File: src/rtl/fb_pkg.sv
// Shared constants, FSM state encoding and burst sizing for the frame-buffer pattern writer.
package fb_pkg;

  localparam int unsigned FB_UNIT_WORDS = 1048576;
  localparam int unsigned FB_ADDR_W     = 21;
  localparam int unsigned FB_DATA_W     = 16;
  localparam int unsigned FB_BURST_LEN  = 256;
  localparam int unsigned FB_LEN_W      = 9;

  typedef logic [2:0] fb_state_t;

  localparam fb_state_t StIdle     = 3'd0;
  localparam fb_state_t StReq      = 3'd1;
  localparam fb_state_t StData     = 3'd2;
  localparam fb_state_t StWaitDone = 3'd3;
  localparam fb_state_t StFilled   = 3'd4;

  function automatic logic [FB_LEN_W-1:0] fb_burst_len(input int unsigned remaining,
                                                       input int unsigned max_len);
    int unsigned len;
    len = (remaining < max_len) ? remaining : max_len;
    return FB_LEN_W'(len);
  endfunction

endpackage

File: src/rtl/fb_pattern_gen.sv
// Word index and column counter pair producing the column-index test pattern.
module fb_pattern_gen #(
  parameter int unsigned WIDTH      = 1024,
  parameter int unsigned DATA_DEPTH = 30720,
  parameter int unsigned DATA_W     = 16,
  parameter int unsigned IDX_W      = $clog2(DATA_DEPTH + 1)
) (
  input  logic              clk_i,
  input  logic              rst_ni,
  input  logic              clear_i,
  input  logic              adv_i,
  output logic [IDX_W-1:0]  word_idx_o,
  output logic [DATA_W-1:0] data_o,
  output logic              last_o
);

  localparam int unsigned ColW = (WIDTH > 1) ? $clog2(WIDTH) : 1;

  logic [IDX_W-1:0] idx_q, idx_d;
  logic [ColW-1:0]  col_q, col_d;

  always_comb begin
    idx_d = idx_q;
    col_d = col_q;
    if (clear_i) begin
      idx_d = '0;
      col_d = '0;
    end else if (adv_i) begin
      idx_d = idx_q + 1'b1;
      col_d = (col_q == ColW'(WIDTH - 1)) ? '0 : col_q + 1'b1;
    end
  end

  always_ff @(posedge clk_i or negedge rst_ni) begin
    if (!rst_ni) begin
      idx_q <= '0;
      col_q <= '0;
    end else begin
      idx_q <= idx_d;
      col_q <= col_d;
    end
  end

  assign word_idx_o = idx_q;
  assign data_o     = DATA_W'(col_q);
  // High once every word of the frame has been handed to the controller.
  assign last_o     = (idx_q == IDX_W'(DATA_DEPTH));

endmodule

File: src/rtl/fb_pattern_writer.sv
// Fills the back half of a ping-pong frame store with a column pattern via burst writes and
// swaps buffers on VGA frame sync.
module fb_pattern_writer
  import fb_pkg::*;
#(
  parameter int unsigned WIDTH      = 1024,
  parameter int unsigned DATA_DEPTH = 30720,
  parameter int unsigned UNIT_WORDS = FB_UNIT_WORDS,
  parameter int unsigned BURST_LEN  = FB_BURST_LEN,
  parameter int unsigned ADDR_W     = FB_ADDR_W,
  parameter int unsigned DATA_W     = FB_DATA_W
) (
  input  logic                clk,
  input  logic                rst_n,
  input  logic                init_done,
  input  logic                frame_sync,
  output logic                mem_wr_req,
  output logic [ADDR_W-1:0]   mem_wr_addr,
  output logic [FB_LEN_W-1:0] mem_wr_len,
  input  logic                mem_wr_ack,
  input  logic                mem_wr_data_req,
  output logic [DATA_W-1:0]   mem_wr_data,
  input  logic                mem_wr_done,
  output logic [ADDR_W-1:0]   disp_base_addr,
  output logic                fb_valid,
  output logic                overrun
);

  localparam int unsigned IdxW = $clog2(DATA_DEPTH + 1);

  fb_state_t           state_q, state_d;
  logic                wr_sel_q, wr_sel_d;
  logic                fill_done_q, fill_done_d;
  logic                req_q, req_d;
  logic [ADDR_W-1:0]   addr_q, addr_d;
  logic [FB_LEN_W-1:0] len_q, len_d;
  logic [FB_LEN_W-1:0] cnt_q, cnt_d;
  logic [ADDR_W-1:0]   disp_q, disp_d;
  logic                fb_valid_q, fb_valid_d;
  logic                overrun_q, overrun_d;

  logic            pg_clear, pg_adv, pg_last;
  logic [IdxW-1:0] word_idx;
  logic [31:0]     unit_base;

  assign unit_base = wr_sel_q ? 32'(UNIT_WORDS) : 32'd0;
  // Requests past the granted length are ignored.
  assign pg_adv = (state_q == StData) && mem_wr_data_req && (cnt_q < len_q);

  fb_pattern_gen #(
    .WIDTH      (WIDTH),
    .DATA_DEPTH (DATA_DEPTH),
    .DATA_W     (DATA_W),
    .IDX_W      (IdxW)
  ) u_pattern_gen (
    .clk_i      (clk),
    .rst_ni     (rst_n),
    .clear_i    (pg_clear),
    .adv_i      (pg_adv),
    .word_idx_o (word_idx),
    .data_o     (mem_wr_data),
    .last_o     (pg_last)
  );

  always_comb begin
    state_d     = state_q;
    wr_sel_d    = wr_sel_q;
    fill_done_d = fill_done_q;
    req_d       = req_q;
    addr_d      = addr_q;
    len_d       = len_q;
    cnt_d       = cnt_q;
    disp_d      = disp_q;
    fb_valid_d  = fb_valid_q;
    pg_clear    = 1'b0;
    overrun_d   = frame_sync && (state_q != StFilled);

    case (state_q)
      StIdle: begin
        if (init_done && !fill_done_q) begin
          addr_d  = ADDR_W'(unit_base + 32'(word_idx));
          len_d   = fb_burst_len(DATA_DEPTH - 32'(word_idx), BURST_LEN);
          cnt_d   = '0;
          req_d   = 1'b1;
          state_d = StReq;
        end
      end
      StReq: begin
        if (mem_wr_ack) begin
          req_d   = 1'b0;
          state_d = StData;
        end
      end
      StData: begin
        if (pg_adv) begin
          cnt_d = cnt_q + 1'b1;
          if (cnt_d == len_q) state_d = StWaitDone;
        end
      end
      StWaitDone: begin
        if (mem_wr_done) begin
          if (pg_last) begin
            fill_done_d = 1'b1;
            state_d     = StFilled;
          end else begin
            state_d = StIdle;
          end
        end
      end
      StFilled: begin
        if (frame_sync) begin
          disp_d      = ADDR_W'(unit_base);
          wr_sel_d    = ~wr_sel_q;
          fb_valid_d  = 1'b1;
          fill_done_d = 1'b0;
          pg_clear    = 1'b1;
          state_d     = StIdle;
        end
      end
      default: state_d = StIdle;
    endcase
  end

  always_ff @(posedge clk or negedge rst_n) begin
    if (!rst_n) begin
      state_q     <= StIdle;
      wr_sel_q    <= 1'b0;
      fill_done_q <= 1'b0;
      req_q       <= 1'b0;
      addr_q      <= '0;
      len_q       <= '0;
      cnt_q       <= '0;
      disp_q      <= ADDR_W'(UNIT_WORDS);
      fb_valid_q  <= 1'b0;
      overrun_q   <= 1'b0;
    end else begin
      state_q     <= state_d;
      wr_sel_q    <= wr_sel_d;
      fill_done_q <= fill_done_d;
      req_q       <= req_d;
      addr_q      <= addr_d;
      len_q       <= len_d;
      cnt_q       <= cnt_d;
      disp_q      <= disp_d;
      fb_valid_q  <= fb_valid_d;
      overrun_q   <= overrun_d;
    end
  end

  assign mem_wr_req     = req_q;
  assign mem_wr_addr    = addr_q;
  assign mem_wr_len     = len_q;
  assign disp_base_addr = disp_q;
  assign fb_valid       = fb_valid_q;
  assign overrun        = overrun_q;

endmodule

File: config.mk
export PLATFORM = sky130hd
export DESIGN_NAME = fb_pattern_writer
export DESIGN_NICKNAME = d
export VERILOG_FILES = /design/src/rtl/fb_pkg.sv /design/src/rtl/fb_pattern_gen.sv /design/src/rtl/fb_pattern_writer.sv
export SDC_FILE = /design/constraint.sdc
export NUM_CORES = 1
export LEC_CHECK = 0
export ABC_CLOCK_PERIOD_IN_PS = 3100
export BUFFER_PORTS_ARGS = -buffer_cell sky130_fd_sc_hd__buf_2
export CORE_MARGIN = 2
export CORE_UTILIZATION = 25
export CTS_BUF_LIST = sky130_fd_sc_hd__clkbuf_8
export DETAILED_ROUTE_END_ITERATION = 6
export GPL_TIMING_DRIVEN = 0
export HOLD_SLACK_MARGIN = 0.06
export SLEW_MARGIN = 10
export SYNTH_ARGS = -nofsm -noshare
export SYNTH_HDL_FRONTEND = slang
export SYNTH_SLANG_ARGS = --single-unit
File: constraint.sdc
create_clock -name clk -period 3.1 [get_ports clk]
set_input_delay 0.31 -clock clk [delete_from_list [all_inputs] [get_ports clk]]
set_output_delay 0.31 -clock clk [all_outputs]
set_load 0.005 [all_outputs]
==> results by group, run 1 <==
Outcome
  – Status: finished clean

Clock tree
  – Clock Path Buffers: 2
  – Clock Tree Root: clkbuf_8
  – H-tree levels: 3
  – CTS buffer count: 9
  – TritonCTS clock tree: yes
  – Clk_lat worst skew: about 0.35 ns
  – Clk pin slew, worst setup/hold paths: about 0.08 ns
  – Clk sinks: 68

Synth
  – Post-Synthesis Mean Instance Area: 8.736 µm²
  – Fraction of registers with async set/reset: 100.0%
  – Synth Flop Type: dfrtp_1
  – Count of different cell masters after synthesis: 46
  – YS warnings: 0
  – Synthesized instance count: 448
  – #FFs+latches synth: 68
  – Seq/Total Area, Yosys: 43.51%
  – EDFF count, synth: 0
  – Post-Syn Area: 3914 µm²

Worst setup path
  – FF-to-FF path depth: 9
  – CP Capture Type: flip-flop
  – Critical path launch point type: flip-flop
  – Worst path required time: 3.36 ns
  – RR Startpoint: mem_wr_len[4]
  – Worst Path Arrival: approximately 3.0 ns
  – Register-to-register setup slack: 0.32 ns
  – Reg2reg end: state_q[0]
  – Highest fanout seen on the critical path: 7
  – Setup CP Type: flip-flop to flip-flop

Finish
  – Layout Utilization: a little under a third
  – Diode count: 0
  – Area growth from synthesis to layout: 21.52%
  – Finished Layout Cells: 754
  – Post-Layout Inst Area: 4756 µm²
  – Share of cells above drive strength 1: 18.42%
  – Nets@finish: 558

Global routing
  – Gr usage total: 11.81%
  – First-pass GRT wire length: 15780 µm
  – Initial antenna violation count: 0
  – Largest net degree at the start of global routing: 42
  – Grt total ovfl: 0
  – Vias in the first global route: 3014

Timing
  – Final setup fails: 0
  – Post-layout min period: 2.783 ns
  – Worst Tran Pin Value: 0.9586 ns
  – Max Fclk: between 0.3 and 0.4 GHz
  – RSZ-0062 raised after global routing: no
  – Skew final: ~0.009 ns
  – Max-slew violation count: 0
  – Final total negative setup slack: 0 ns
  – Hold Slack: approximately 0.23 ns
  – Rel. slew slack: between 30% and 40%
  – PnR worst setup slack: 0.3168 ns
  – Final Cycle Share: 89.78%
  – Hold violation count in the final report: 0

Place
  – Worst slack at placement: -0.09927 ns
  – Port bufs: 45
  – Inst Count DP: 735
  – Detailed placement HPWL: 7047 µm
  – Area post-placement: approximately 4500 µm²
  – GPL Wtd Cong: 0.8132

Power and ir drop
  – Clock group share of total power: roughly a quarter
  – Final Total Pwr: 2.644 mW
  – VDD IR-drop max: 0.3211 mV
  – P_sw: 1.016 mW
  – Leakage: 2.258 nW
  – Int Pwr: 1.628 mW
  – Net Sw Frac: 38.44%
  – Gate power share: 34.0%
  – Seq pwr share: 41.6%
  – Pwr/cell area: 556.0 nW/µm²

Die
  – Initial Util: 25.65%
  – Site row count: 45
  – Chip Width: 129.1 µm
  – Core Region: 15260 µm²
  – # IOs: 77
  – Die footprint: around 17000 µm²
  – Die Height: between 100 and 150 µm

Routing
  – Wire per inst: 12.73 µm
  – # DRC: 0
  – Routed Antenna Nets: 0
  – Via-per-instance ratio: 4.440
  – Post-Route WL: 9600 µm
  – Vias: 3348
  – Initial DRC Count: roughly 190
  – First drt pass iteration count: 4

Worst hold path
  – Hold Path Depth: 2
  – Worst Hold Path EP: overrun
  – Worst hold path class: primary input to flip-flop
  – Hold Startpoint: frame_sync

Run
  – Max cap viols: 0
## routing by layer
metal,global-route usage [%],vias to the layer above,part of all wire (%)
met2,16.90,100,42
li1,-,1664,-
met5,0,-,0
met3,2.271,10,5.1
met4,3.453,0,0.91
met1,17.93,1574,52
## synth_stat cells, types with 2 or more instances
cell type	n	area (µm²)
a21oi_1	20	100.1
a22o_1	9	78.83
a31oi_1	4	25.02
and2_1	2	12.51
and3_1	5	31.28
buf_4	31	232.7
clkbuf_1	19	71.32
dfrtp_1	67	1677
ha_1	13	162.7
inv_1	16	60.06
mux2i_1	2	20.02
nand2_1	78	292.8
nand2b_1	10	62.56
nand3_1	25	125.1
nand4_1	4	25.02
nor2_1	32	120.1
nor2b_1	5	31.28
nor3_1	7	35.03
nor4_1	3	18.77
o211ai_1	3	22.52
o21ai_0	18	90.09
o21ai_1	9	45.04
o22ai_1	2	12.51
o31ai_1	14	105.1
or3_1	4	25.02
or4_1	4	30.03
xnor2_1	15	131.4
xor2_1	9	78.83
## sequential cells by signal (all words and copies together), names as in the netlist, 3 cells and up
| signal | count |
|---|---|
| cnt_q | 9 |
| mem_wr_addr | 16 |
| mem_wr_len | 9 |
| state_q | 3 |
| u_pattern_gen.col_q | 10 |
| u_pattern_gen.word_idx_o | 15 |
## cells by family (layout without fill, tap and decap cells)
| group | Yosys count | in the layout | synth area share, % |
|---|---|---|---|
| simple gates | 186 | 186 | 22.19 |
| compound gates | 87 | 87 | 14.74 |
| flops | 68 | 68 | 43.51 |
| buf+inv | 67 | 132 | 9.431 |
| xor+xnor | 24 | 24 | 5.371 |
| fa+ha+maj | 13 | 13 | 4.156 |
| mux | 2 | 2 | 0.5115 |
| other cells | 1 | 31 | 0.09582 |
## critical path: stages (launching register included)
cell and delay (ns):
dfrtp_1 0.46, inv_1 0.10, ha_1 0.34, a22o_1 0.27, o41ai_4 0.33, buf_4 0.22, buf_12 0.12, nand2_1 0.09
or4_1 0.56, o31ai_1 0.21
## worst max-delay path by stage
stage / from / cells after the start / slack, ns / to
finish: mem_wr_len[4] / 9 / 0.32 / state_q[0]
global route: state_q[2] / 8 / 0.08 / u_pattern_gen.word_idx_o[11]
CTS: mem_wr_len[4] / 8 / 0.15 / u_pattern_gen.word_idx_o[11]
detailed placement: mem_wr_len[4] / 8 / -0.1 / u_pattern_gen.word_idx_o[11]
global placement: mem_wr_len[4] / 8 / -0.10 / u_pattern_gen.word_idx_o[11]
floorplan: mem_wr_len[4] / 7 / 0.52 / state_q[0]
## cells in the final DEF, fill, tap and decap left out, types with 14 or more instances in the layout
master | synthesis | final
xnor2_1 | 15 | 15
o21ai_0 | 18 | 18
clkbuf_1 | 19 | 19
nand3_1 | 25 | 25
o31ai_1 | 14 | 14
conb_1 | 1 | 31
a21oi_1 | 20 | 20
nand2_1 | 78 | 78
dfrtp_1 | 67 | 67
buf_2 | 1 | 45
nor2_1 | 32 | 32
inv_1 | 16 | 17
buf_4 | 31 | 33
## what timing repair did
action / CTS / global route
gates resized for setup: 1 / 0
endpoints found under the hold margin: 27 / 0
pin swaps: 0 / 1
setup buffers: 0 / 2
hold buffers: 1 / 0
endpoints found under the setup margin: 15 / 3
## power groups by stage
stage / clock network, mW / logic (mW) / registers, mW
floorplan: 0 / 0.617 / 1.10
finish: 0.646 / 0.899 / 1.10
global route: 0.716 / 1.01 / 1.12
global placement: 0 / 0.883 / 1.11
detailed placement: 0 / 0.893 / 1.11
CTS: 0.672 / 0.901 / 1.10
## cell type report
cell class                      count  area [µm²]
Clock buffer                       10       137.6
Inverter                           16       60.06
Timing Repair Buffer               49       285.3
Tap cell                          211       264.0
Fill cell                        1620       10500
Clock inverter                      6       31.28
Sequential cell                    68        1703
Multi-Input combinational cell    343        1966
Buffer                             51       309.0
Power figures use the tool's default switching activity.
==> run 2, diff against run 1 <==
--- a/config.mk
+++ b/config.mk
@@ -14,4 +14,6 @@
 export GPL_TIMING_DRIVEN = 0
 export HOLD_SLACK_MARGIN = 0.06
+export PLACE_DENSITY = 0.51
+export SETUP_SLACK_MARGIN = 0.05
 export SLEW_MARGIN = 10
 export SYNTH_ARGS = -nofsm -noshare
==> constraint.sdc (replaced) <==
create_clock -name clk -period 3.1 [get_ports clk]
set_input_delay 0.155 -clock clk [delete_from_list [all_inputs] [get_ports clk]]
set_output_delay 0.155 -clock clk [all_outputs]
set_load 0.005 [all_outputs]
==> results by group, run 2 (same netlist as run 1, synthesis figures left out) <==
Outcome
  – Status: finished clean

Timing
  – Final Cycle Share: 90.17% (+0.39 points)
  – Hold Slack: 0.08085 ns (-0.1487 ns)
  – Skew final: 0.004936 ns (-0.004315 ns)
  – Worst Tran Pin Value: 0.8797 ns (-0.07887 ns)
  – Max Fclk: 0.3578 GHz (-0.43%)
  – Final setup fails: 0 (unchanged)
  – Max-slew violation count: 0 (unchanged)
  – Post-layout min period: 2.795 ns (+0.01196 ns)
  – Final total negative setup slack: 0 ns (unchanged)
  – Rel. slew slack: 40.90% (+5.3 points)
  – RSZ-0062 raised after global routing: no
  – Hold violation count in the final report: 0 (unchanged)

Finish
  – Multi-input gate area: 1966 µm² (unchanged)
  – Finished Layout Cells: 754 (unchanged)
  – Storage cell area: 1703 µm² (unchanged)
  – FILL cells: 1637 (+1.0%)
  – Post-Layout Inst Area: 4831 µm² (+1.6%)
  – Share of cells above drive strength 1: 18.60% (+0.18 points)
  – Area growth from synthesis to layout: 23.43%
  – Max reg flops: 16 (unchanged)
  – Most common cell after layout, fill and taps aside: nand2_1
  – Commonest non-fill, non-tap cells in the layout: nand2_1 (78), dfrtp_1 (67), buf_2 (45), buf_4 (34), nor2_1 (32)
  – Diode count: 0 (unchanged)
  – Nets@finish: 558 (unchanged)

Die
  – Core Region: 15260 µm² (unchanged)
  – Initial Util: 25.65% (unchanged)
  – Site row count: 45 (unchanged)
  – Chip Width: 129.1 µm (unchanged)
  – # IOs: 77 (unchanged)
  – Die Height: 129.1 µm (unchanged)
  – Die footprint: 16670 µm² (unchanged)

Worst setup path
  – Critical path launch point type: flip-flop
  – Worst path required time: 3.33 ns (-0.03 ns)
  – Cell-by-cell trace of the critical path: and2b_1 > nand2b_1 > buf_2 > a2111oi_4 > nand2_1 > clkbuf_1 > o41ai_1
  – Worst Path Arrival: 3.03 ns (about the same)
  – Reg2reg end: cnt_q[5]
  – Crit-path max cell delay: 0.72 ns (+0.16 ns)
  – Register-to-register setup slack: 0.30 ns (about the same)
  – Setup CP Type: flip-flop to flip-flop
  – CP Capture Type: flip-flop
  – Slowest-stage cell, CP: a2111oi_4
  – Highest fanout seen on the critical path: 10 (+3)
  – FF-to-FF path depth: 7 (-2)
  – RR Startpoint: state_q[2]

Global routing
  – Gr usage total: 12.69% (+0.88 points)
  – Vias in the first global route: 3209 (+6.5%)
  – Largest net degree at the start of global routing: 43 (+2.4%)
  – Grt total ovfl: 0 (unchanged)
  – Initial antenna violation count: 0 (unchanged)
  – First-pass GRT wire length: 16730 µm (+6.0%)

Routing
  – Initial DRC Count: 168 (-13%)
  – Routed Antenna Nets: 0 (unchanged)
  – Vias: 3394 (+1.4%)
  – First drt pass iteration count: 5 (+1)
  – # DRC: 0 (unchanged)
  – Via-per-instance ratio: 4.501 (+1.4%)
  – Post-Route WL: 10170 µm (+5.9%)
  – Wire per inst: 13.49 µm (+5.9%)

Worst hold path
  – Worst hold path class: primary input to flip-flop
  – Hold Startpoint: frame_sync
  – Worst Hold Path EP: overrun
  – Hold Path Depth: 2 (unchanged)

Power and ir drop
  – P_sw: 1.036 mW (+1.9%)
  – Int Pwr: 1.881 mW (+16%)
  – Final Total Pwr: 2.917 mW (+10%)
  – Net Sw Frac: 35.51% (-2.9 points)
  – Clock group share of total power: 31.5% (+7.1 points)
  – VDD IR-drop max: 0.2738 mV (-15%)
  – Gate power share: 30.9% (-3.1 points)
  – Leakage: 2.284 nW (+1.2%)
  – Pwr/cell area: 603.9 nW/µm² (+8.6%)
  – Seq pwr share: 37.6% (-4.0 points)

Clock tree
  – Clock Path Buffers: 2 (unchanged)
  – Clock Tree Root: clkbuf_8
  – Clk_lat worst skew: 0.35 ns (about the same)
  – H-tree levels: 3 (unchanged)
  – CTS buffer count: 9 (unchanged)
  – Clk pin slew, worst setup/hold paths: 0.08 ns (about the same)
  – Clk sinks: 68 (unchanged)
  – TritonCTS clock tree: yes

Place
  – Inst Count DP: 735 (unchanged)
  – Area post-placement: 4546 µm² (+0.17%)
  – GPL Wtd Cong: 0.8456 (+4.0%)
  – Port bufs: 45 (unchanged)
  – Detailed placement HPWL: 7558 µm (+7.3%)

Run
  – Max cap viols: 0 (unchanged)
==> run 2: cell count changes in the layout (fill, tap and decap cells not counted) <==
cell and delta:
bufinv_16 +3, clkinv_2 -3, buf_12 -2, buf_16 +1, buf_4 +1, clkinv_4 +1, inv_1 -1
==> run 2: cell type report <==
type	instances	share of cell area [%]
Multi-Input combinational cell	343	40.69
Tap cell	211	5.465
Clock buffer	10	2.849
Inverter	16	1.243
Sequential cell	68	35.25
Buffer	51	6.397
Clock inverter	6	2.305
Timing Repair Buffer	49	5.802
==> run 2: worst max-delay path by stage <==
| stage | start | to | slack, ns | cells past startpoint |
|---|---|---|---|---|
| global placement | mem_wr_len[4] | u_pattern_gen.word_idx_o[11] | -0.11 | 8 |
| finish | state_q[2] | cnt_q[5] | 0.30 | 7 |
| global route | state_q[2] | cnt_q[5] | 0.09 | 7 |
| floorplan | mem_wr_len[4] | state_q[0] | 0.52 | 7 |
| CTS | mem_wr_len[4] | cnt_q[5] | 0.12 | 7 |
| detailed placement | mem_wr_len[4] | cnt_q[5] | -0.14 | 7 |
==> run 2: per-layer routing <==
metal | share of wire [%] | GRT usage, % | up-vias
met5 | 0 | 0 | -
met4 | 1.3 | 3.964 | 0
met1 | 50 | 18.62 | 1634
met3 | 4.7 | 2.725 | 8
li1 | - | - | 1661
met2 | 44 | 18.61 | 91
==> run 2: worst max-delay path, delay by kind of cell (launching register included) <==
family	cells	cell delay, ns
AOI/OAI and AO/OA	2	1.16
buffers and inverters	2	0.54
DFF	1	0.43
and+or+nand+nor	3	0.54
==> run 2: repair_timing <==
| action | 4_1_cts | 5_1_grt |
|---|---|---|
| gates resized for setup | 1 | 0 |
| hold buffers | 1 | 0 |
| pin swaps | 0 | 1 |
| setup endpoints to repair | 25 | 14 |
| hold endpoints to repair | 26 | 0 |
| buffers inserted | 0 | 2 |
==> run 2: power by group through the flow <==
stage | combinational, mW | sequential (mW) | clock [mW]
3_3_place_gp | 0.878 | 1.11 | 0
5_1_grt | 1.02 | 1.11 | 0.981
4_1_cts | 0.908 | 1.10 | 0.944
3_5_place_dp | 0.899 | 1.11 | 0
2_1_floorplan | 0.617 | 1.10 | 0
6_report | 0.902 | 1.10 | 0.919
==> run 2: through the flow <==
step                util [%]  worst slack (ns)
floorplan                  -            0.5193
global placement       29.59           -0.1118
detailed placement     29.79           -0.1394
CTS                    31.56            0.1195
global route           31.66           0.09176
finish                 31.66            0.3048
==> run 3, diff against run 2 <==
- ABC_CLOCK_PERIOD_IN_PS: 3100 -> 2900
- clock period: 3.1 -> 2.9 ns (I/O delays scaled with it)
==> results by group, run 3 (same netlist as run 1, synthesis figures left out) <==
Timing
  – Rel. slew slack: 38.29% (-2.6 points)
  – PnR worst setup slack: 0.2276 ns (-0.07729 ns)
  – Hold Slack: 0.1677 ns (+0.08689 ns)
  – Skew final: 0.007826 ns (+0.002890 ns)
  – Post-layout min period: 2.672 ns (-0.1227 ns)
  – Worst Tran Pin Value: 0.9180 ns (+0.03825 ns)
  – RSZ-0062 raised after global routing: no
  – Max Fclk: 0.3742 GHz (+4.6%)
  – Final setup fails: 0 (unchanged)
  – Hold violation count in the final report: 0 (unchanged)
  – Final Cycle Share: 92.15% (+2.0 points)
  – Max-slew violation count: 0 (unchanged)

Routing
  – Via-per-instance ratio: 4.480 (-0.47%)
  – Post-Route WL: 10140 µm (-0.29%)
  – Routed Antenna Nets: 0 (unchanged)
  – Initial DRC Count: 168 (unchanged)
  – Wire per inst: 13.38 µm (-0.81%)
  – # DRC: 0 (unchanged)
  – Vias: 3396 (+0.059%)
  – First drt pass iteration count: 4 (-1)

Place
  – Inst Count DP: 735 (unchanged)
  – Worst slack at placement: -0.3394 ns (-0.2000 ns)
  – Detailed placement HPWL: 7558 µm (unchanged)
  – Port bufs: 45 (unchanged)
  – GPL Wtd Cong: 0.8456 (unchanged)

Finish
  – Area growth from synthesis to layout: 24.58%
  – Max reg flops: 16 (unchanged)
  – Diode count: 0 (unchanged)
  – Share of cells above drive strength 1: 19.56% (+0.96 points)
  – Nets@finish: 562 (+0.72%)
  – Most common cell after layout, fill and taps aside: nand2_1
  – FILL cells: 1633 (-0.24%)
  – Commonest non-fill, non-tap cells in the layout: nand2_1 (78), dfrtp_1 (66), buf_2 (45), buf_4 (36), nor2_1 (32)
  – Layout Utilization: 31.96% (+0.30 points)
  – Finished Layout Cells: 758 (+0.53%)

Worst setup path
  – Critical path launch point type: flip-flop
  – CP delay by family, top: compound AO/OA/AOI/OAI gates
  – Register-to-register setup slack: 0.23 ns (-0.08 ns)
  – Slowest-stage cell, CP: dfrtp_2
  – Cell-by-cell trace of the critical path: inv_1 > ha_1 > a22o_1 > o41ai_4 > buf_6 > nand3_1 > clkbuf_1 > or3_1 > a21oi_1
  – Worst Path Arrival: 2.94 ns (-0.09 ns)
  – Crit-path max cell delay: 0.43 ns (-0.29 ns)
  – CP Capture Type: flip-flop
  – Worst path required time: 3.17 ns (-0.16 ns)
  – Setup CP Type: flip-flop to flip-flop
  – Highest fanout seen on the critical path: 10 (unchanged)
  – Origin of the worst setup path: mem_wr_len[4]
  – RR Startpoint: mem_wr_len[4]
  – Crit path buf inv count: 3 (+1)

Global routing
  – Grt total ovfl: 0 (unchanged)
  – Largest net degree at the start of global routing: 43 (unchanged)
  – Gr usage total: 12.72% (+0.026 points)
  – Initial antenna violation count: 0 (unchanged)
  – First-pass GRT wire length: 16770 µm (+0.25%)
  – Vias in the first global route: 3227 (+0.56%)

Clock tree
  – H-tree levels: 3 (unchanged)
  – Clk pin slew, worst setup/hold paths: 0.08 ns (about the same)
  – CTS buffer count: 9 (unchanged)
  – Clk_lat worst skew: 0.35 ns (about the same)
  – Clock Path Buffers: 2 (unchanged)
  – Clock Tree Root: clkbuf_8
  – Clk sinks: 68 (unchanged)
  – TritonCTS clock tree: yes

Die
  – Die footprint: 16670 µm² (unchanged)
  – Initial Util: 25.65% (unchanged)
  – Site row count: 45 (unchanged)
  – # IOs: 77 (unchanged)
  – Core Region: 15260 µm² (unchanged)
  – Die Height: 129.1 µm (unchanged)
  – Chip Width: 129.1 µm (unchanged)

Worst hold path
  – Hold Startpoint: mem_wr_done
  – Worst hold path class: primary input to flip-flop

Power and ir drop
  – Leakage: 2.307 nW (+1.0%)
  – Pwr/cell area: 641.3 nW/µm² (+6.2%)
  – VDD IR-drop max: 0.2922 mV (+6.7%)

Outcome
  – Status: finished clean

Run
  – Max cap viols: 0 (unchanged)
run 3: cell types whose count changed in the layout (fill, tap and decap cells not counted), sizes merged:
cell         change
buf              +3
dlygate4sd3      +1
run 3: through the flow:
step / total power [mW] / cell area, µm² / TNS [ns]
6_report: 3.127 / 4876 / 0
4_1_cts: 3.153 / 4841 / 0
3_3_place_gp: 2.127 / 4516 / -5.451
3_5_place_dp: 2.151 / 4546 / -6.342
5_1_grt: 3.345 / 4876 / 0
2_1_floorplan: 1.833 / 4026 / 0
run 3: timing repair:
action | CTS | global route
buffers inserted | 2 | 3
endpoints found under the setup margin | 31 | 13
pin swaps | 1 | 1
hold endpoints to repair | 42 | 0
hold buffers | 2 | 0
gates resized for setup | 1 | 5
run 3: power breakdown:
part	total [mW]	switching (mW)	internal, mW
clock	0.978	0.383	0.595
combinational	0.977	0.616	0.361
sequential	1.17	0.105	1.07
total	3.13	1.10	2.02
run 3: worst reg2reg max path, cell delays in order, from the launching register on:
cell,delay [ns]
dfrtp_2,0.43
inv_1,0.09
ha_1,0.33
a22o_1,0.28
o41ai_4,0.35
buf_6,0.19
nand3_1,0.12
clkbuf_1,0.26
or3_1,0.39
a21oi_1,0.15
run 3: area by class of cell:
cell class	count	area [µm²]	share of cell area [%]
plain buffers	51	310.3	6.364
inverters	16	60.06	1.232
flip-flops and latches	68	1704	34.95
clock buffers	10	137.6	2.823
multi-input cells	343	1972	40.44
repair buffers	53	316.6	6.492
well taps	211	264.0	5.414
clock inverters	6	111.4	2.284
run 3: path summary, 6_finish.rpt:
kind / endpoint / cells after the start
worst max-delay path: u_pattern_gen.word_idx_o[6] / 9
worst min-delay path: state_q[1] / 4
worst max register to register: u_pattern_gen.word_idx_o[6] / 9
worst min register to register: disp_base_addr[20] / 2
max in group asynchronous: disp_base_addr[20] / 3
min in group asynchronous: mem_wr_addr[2] / 2
run 3: per-layer routing:
| metal | up-vias | routed length [µm] | global-route usage, % |
|---|---|---|---|
| met4 | 0 | 87 | 3.964 |
| met3 | 4 | 458 | 2.725 |
| met1 | 1634 | 5040 | 18.65 |
| met5 | - | 0 | 0 |
| li1 | 1668 | - | - |
| met2 | 90 | 4554 | 18.67 |
